`src/rtl/keccak_chi.sv`:
```
`default_nettype none
// +--------------------------------------------------------------------------+
// | keccak_chi : slice-serial Chi step of Keccak-f[1600], one slice/cycle    |
// | Revision   : 1.0                                                         |
// +--------------------------------------------------------------------------+
module keccak_chi #(
  parameter int SLICES = 64,
  parameter int CNT_W  = 6
) (
  input  logic        clk,
  input  logic        rst,
  input  logic        start,
  input  logic [24:0] in,
  output logic [24:0] out,
  output logic        outValid,
  output logic        putInput,
  output logic        ready
);

  typedef enum logic [2:0] {
    S_IDLE  = 3'd0,
    S_INIT  = 3'd1,
    S_RUN   = 3'd2,
    S_FLUSH = 3'd3,
    S_DONE  = 3'd4
  } state_t;

  localparam logic [CNT_W-1:0] C_LAST = CNT_W'(SLICES - 1);

  state_t           r_state;
  state_t           w_next;
  logic [CNT_W-1:0] r_cnt;
  logic [24:0]      r_out;
  logic             r_valid;
  logic [24:0]      w_chi;
  logic             w_last;

  // Each row of five bits is treated as a ring: bit x combines x+1 and x+2.
  for (genvar y = 0; y < 5; y++) begin : g_row
    logic [4:0] w_row;
    assign w_row = in[5*y +: 5];
    assign w_chi[5*y +: 5] = w_row ^ (~{w_row[0], w_row[4:1]} & {w_row[1:0], w_row[4:2]});
  end

  assign w_last = (r_cnt == C_LAST);

  always_comb begin
    w_next   = r_state;
    putInput = 1'b0;
    ready    = 1'b0;
    case (r_state)
      S_IDLE:  if (start) w_next = S_INIT;
      S_INIT:  w_next = S_RUN;
      S_RUN: begin
        putInput = 1'b1;
        if (w_last) w_next = S_FLUSH;
      end
      S_FLUSH: w_next = S_DONE;
      S_DONE: begin
        ready  = 1'b1;
        w_next = S_IDLE;
      end
      default: w_next = S_IDLE;
    endcase
  end

  always_ff @(posedge clk) begin
    if (rst) begin
      r_state <= S_IDLE;
      r_cnt   <= '0;
      r_out   <= '0;
      r_valid <= 1'b0;
    end else begin
      r_state <= w_next;
      case (r_state)
        S_INIT: begin
          r_cnt   <= '0;
          r_out   <= '0;
          r_valid <= 1'b0;
        end
        S_RUN: begin
          r_out   <= w_chi;
          r_valid <= 1'b1;
          // Counter parks on the last slice; only INIT rewinds it.
          if (!w_last) r_cnt <= r_cnt + 1'b1;
        end
        default: r_valid <= 1'b0;
      endcase
    end
  end

  assign out      = r_out;
  assign outValid = r_valid;

endmodule
`default_nettype wire

```
`config.mk`:
```
export PLATFORM = sky130hd
export DESIGN_NAME = keccak_chi
export DESIGN_NICKNAME = d
export VERILOG_FILES = /design/src/rtl/keccak_chi.sv
export SDC_FILE = /design/constraint.sdc
export NUM_CORES = 1
export LEC_CHECK = 0
export BUFFER_PORTS_ARGS = -buffer_cell sky130_fd_sc_hd__clkbuf_2
export CORE_MARGIN = 3
export CORE_UTILIZATION = 50
export DETAILED_ROUTE_END_ITERATION = 16
export HOLD_SLACK_MARGIN = 0.05
export PLACE_DENSITY = 0.83
export SYNTH_ARGS = -nofsm -noshare
export SYNTH_HDL_FRONTEND = slang
export SYNTH_SLANG_ARGS = --single-unit
export TNS_END_PERCENT = 5
```
`constraint.sdc`:
```
create_clock -name clk -period 5.2 [get_ports clk]
set_clock_uncertainty 0.2 [all_clocks]
set_input_delay 0.52 -clock clk [delete_from_list [all_inputs] [get_ports clk]]
set_output_delay 0.52 -clock clk [all_outputs]
set_load 0.005 [all_outputs]
```
After elaboration in Yosys (flattened, before gate mapping). Index checks and enable logic that the tools add are counted.

Register bits: 35. Input port bits: 28. Output and inout port bits: 28. Word-level logic and storage cells: 40.

$add $sub $neg: 1. Equal/unequal tests: 8. Multiplexer cells: 8. Bitwise gates (word level): 15. Reductions and logical operators: 4.

Operator list (number): $pmux W25 S2 (1); $and A5 B5 Y5 (5); $not A5 Y5 (5); $xor A5 B5 Y5 (5); $pmux W3 S4 (1); $pmux W6 S2 (1); $add A6 B1 Y6 const B (1); $eq A3 B2 Y1 const B (2); $eq A6 B6 Y1 const B (1); $mux W3 (2); $mux W6 (1); $ne A2 B2 Y1 const B (3); $reduce_and A2 Y1 (2); $eq A3 B1 Y1 const B (1); $eq A3 B3 Y1 const B (1); $logic_not A3 Y1 (1); $mux W1 (2); $reduce_bool A2 Y1 (1).

Longest topological paths before layout.
Depth after elaboration: 4. Depth in mapped cells: 6. Mapped depth without buffers: 5.

Worst setup path after synthesis. No wires, ideal clock.

Path kind: reg-to-output. From: register r_state[1]. To: output putInput. Arrival: 1.113 ns. Required time: 4.480 ns. Path slack: 3.367 ns. Stages on the path, launching flop included: 5. Buffers on the path: 2. Path through: dfxtp_1 -> or3b_1 -> buf_2 -> inv_2 -> buf_2.

Cells in the longest elaborated chain, start to end: 2.

RTL lines: start, declared (line 30) `state_t r_state;`; start signal, assigned (line 74) `r_state <= w_next;`; $eq A3 B2 Y1 (line 51) `case (r_state)`; $mux W1 (line 51); end, declared (line 16) `output logic putInput,`.

Every way passes these cells.

Worst setup path after layout. Ends and elaborated chain as after synthesis.

==> key figures <==
Outcome
  – Status: finished, final reports clean

Drt
  – Final routed wire length divided by cell count: between 10 and 15 um
  – WL met1: between 1000 and 1500 um
  – Violation count after the first detailed-routing iteration: 62
  – Met2 wire length: between 1000 and 1500 um
  – Vias: 1463
  – Met3 Routed Length: roughly 310 um
  – Mean number of vias per cell: around 5.1
  – Top metal layer carrying routed signals: met4
  – Routed Wire Length: about 3300 um
  – Final routed DRC violation total: 0
  – Detail Route Antenna Nets: 0
  – Iteration count of the initial detailed-routing pass: 4

Timing
  – Post-route fraction of the period consumed by the critical path: between 50% and 60%
  – Final-report hold violation count: 0
  – Worst rel slew slack: 43.95%
  – Fin crit period: 2.631 ns
  – F_max: 0.3801 GHz
  – Final setup violation count: 0
  – Pins Over Slew Limit: 0
  – Worst Max-Slew Pin Slew: roughly 0.84 ns
  – Unrepaired setup endpoints after global routing: no
  – Fin Setup TNS: 0 ns
  – Setup ws final: 2.569 ns

Final layout
  – Post-layout utilization of the core: ~64%
  – Area growth, synth to finish: 20.58%
  – Share of post-route cells with drive strength above 1: around 27%
  – Inserted Diodes: 0
  – Number of nets at the end of the flow: 269

CTS
  – Clock transition time at the flip-flop clock pins of the worst setup and hold paths: about 0.11 ns
  – Num CTS Buffers: 5
  – Clock Tree Root: clkbuf_4
  – Clock tree sinks: 35
  – Buffers from clock root to sink, at most: 2
  – CTS tree: done
  – Number of H-tree branching levels: 2
  – Resize count post-CTS: 0
  – Latest clock arrival within the worst-skew pair: 0.33 ns
  – Post-CTS setup repair buffer count: 0
  – Cts-stage hold buffer count: 0

Critical path
  – CP endpoint: putInput
  – Crit Reg-Reg Endpoint: r_cnt[1]
  – Reg-to-reg critical path startpoint: r_state[1]
  – Largest fanout of any net on the critical path: 31
  – Worst setup path start: r_state[1]
  – Data arrival time of the critical path: about 1.9 ns
  – Setup slack of the worst register-to-register path: ~3.1 ns
  – Cell count of the worst reg-to-reg path: 5
  – Endpoint class of the critical path: output port
  – Critical path class: register to output port
  – CP Data Required Time: 4.48 ns
  – Category of the worst setup path launch point: register

Logic synthesis
  – Adder-Cell Fraction of Synth Area: less than 1%
  – Mux share of post-synthesis cell area: 0.6074%
  – Post-synthesis cell type with the largest combined area: dfxtp_1
  – Share of async-settable or async-resettable flops after synthesis: 0%
  – Average cell area after synthesis: 8.765 um^2
  – Post-Synthesis Net Count: between 200 and 250
  – Leading post-synthesis cells by instance count: dfxtp_1, nor2_1, a22oi_1, nand2b_1, xnor2_1
  – Main combinational cell family by area after synthesis: simple AND/OR/NAND/NOR gates
  – Yosys synthesis warning count: 0
  – Part of the Yosys area used for sequential elements: ~43%
  – Summed instance area of the synthesized netlist: 1648 um^2
  – Number of synthesized flops with an enable pin: 0
  – Count leader, synth: dfxtp_1
  – Predominant post-synthesis flop cell: dfxtp_1
  – Post-synth cell types: 27
  – XOR/XNOR share of the synthesized area: 13.82%
  – Compound-Gate Fraction of Synth Area: 14.96%
  – Cell count after synthesis: roughly 190
  – Synthesized flop and latch total: 35
  – Ranking of synthesized cells by area: dfxtp_1, xnor2_1, a22oi_1
  – Basic-gate share of the synthesized area counting and, or, nand and nor cells: between 20% and 30%
  – Top-area cell type share of the netlist area: a little over two fifths

Placement
  – Routability congestion estimate: roughly 0.75
  – Worst slack after detailed placement: 2.945 ns
  – Placed wire-length estimate: between 2000 and 2500 um
  – PortBufs: 55

Die
  – Die outline height: 63.41 um
  – Horizontal die dimension: roughly 63 um
  – Top-Level Pins: 56
  – Starting Density: roughly 53%
  – Full die area: a little over 4000 um^2
  – Std cell rows: 20
  – Core outline area: 3103 um^2

Pwr
  – Power per standard cell area: around 270 nW/um^2
  – Final Total Pwr: between 500 and 600 uW
  – Highest ir drop seen on vdd: approximately 0.15 mV
  – Leak: slightly above 0.0008 uW

Worst hold path
  – Tightest Hold Check Type: input pin to register

Flow run
  – Count of maximum capacitance violations: 0

GRT
  – Vias in the first global route: about 1.4k
  – Global Route Usage Sum: about 18%
  – Final global-route overflow total: 0
  – Antenna violations before repair: 0
  – Pin count of the biggest net entering global routing: 36
  – First-pass GRT wire length: 5692 um
## critical path: stages, from the launching register on
cell	delay, ns
dfxtp_1	0.44
or3b_1	0.48
inv_2	0.44
clkbuf_2	0.21
## sequential cells by signal, summed over array words and instances, names as in the netlist
signal and count:
r_state 3, out 25, r_cnt 6, outValid 1
## per-layer routing
layer | vias up | track usage (%)
met1 | 664 | 20.00
met2 | 49 | 28.94
met3 | 4 | 8.200
met5 | - | 0
li1 | 746 | -
met4 | 0 | 6.469
## cell families (layout without fill, tap and decap cells)
| logic type | count (synthesis) | after routing |
|---|---|---|
| and+or+nand+nor | 79 | 79 |
| DFF | 35 | 35 |
| AOI/OAI and AO/OA | 34 | 34 |
| xor gates and xnor gates | 26 | 26 |
| buffers and inverters | 12 | 65 |
| adders and majority gates | 1 | 1 |
| muxes | 1 | 1 |
## report_power, final
group | switching [uW] | leakage [uW] | internal, uW
Combinational | 58.2 | 0.000506 | 48.9
Sequential | 8.61 | 0.000284 | 282
Clock | 89.2 | 0.0000282 | 52.2
Total | 156 | 0.000818 | 383
## cells in the final DEF (no fill, tap or decap), drive strengths merged, types with 2 or more instances in the layout
cell type,n
clkbuf,61
dfxtp,35
nor2,29
nand2b,25
xnor2,25
a22oi,25
nand2,8
nor3,4
nand3,4
a21oi,4
or3,3
a31oi,2
o21ai,2
inv,2
## per-stage QoR
stage	std cells	cell area, um^2	hold WS [ns]
after floorplan	188	1648	0.2443
after detailed placement	277	1933	0.2652
after CTS	285	1987	0.2587
after global routing	285	1987	0.2916
final	285	1987	0.2666
after global placement	277	1933	0.2594
## cell type report
class	count	area [um^2]
fill	295	1116
timing repair buffer	55	275.3
multi-input combinational	141	894.6
clock inverter	2	12.51
sequential	35	700.7
tap	44	55.05
clock buffer	6	41.29
inverter	2	7.507
## worst min-delay path by stage
| stage | end | slack (ns) | startpoint | depth (start not counted) |
|---|---|---|---|---|
| 6_report | r_state[0] | 0.27 | start | 3 |
| 5_1_grt | r_state[0] | 0.29 | start | 3 |
| 4_1_cts | r_state[0] | 0.26 | start | 3 |
| 3_5_place_dp | r_cnt[1] | 0.27 | r_cnt[1] | 2 |
| 3_3_place_gp | r_cnt[1] | 0.26 | r_cnt[1] | 2 |
| 2_1_floorplan | r_cnt[1] | 0.24 | r_cnt[1] | 2 |
No activity file was read; power rests on OpenSTA's default activity.
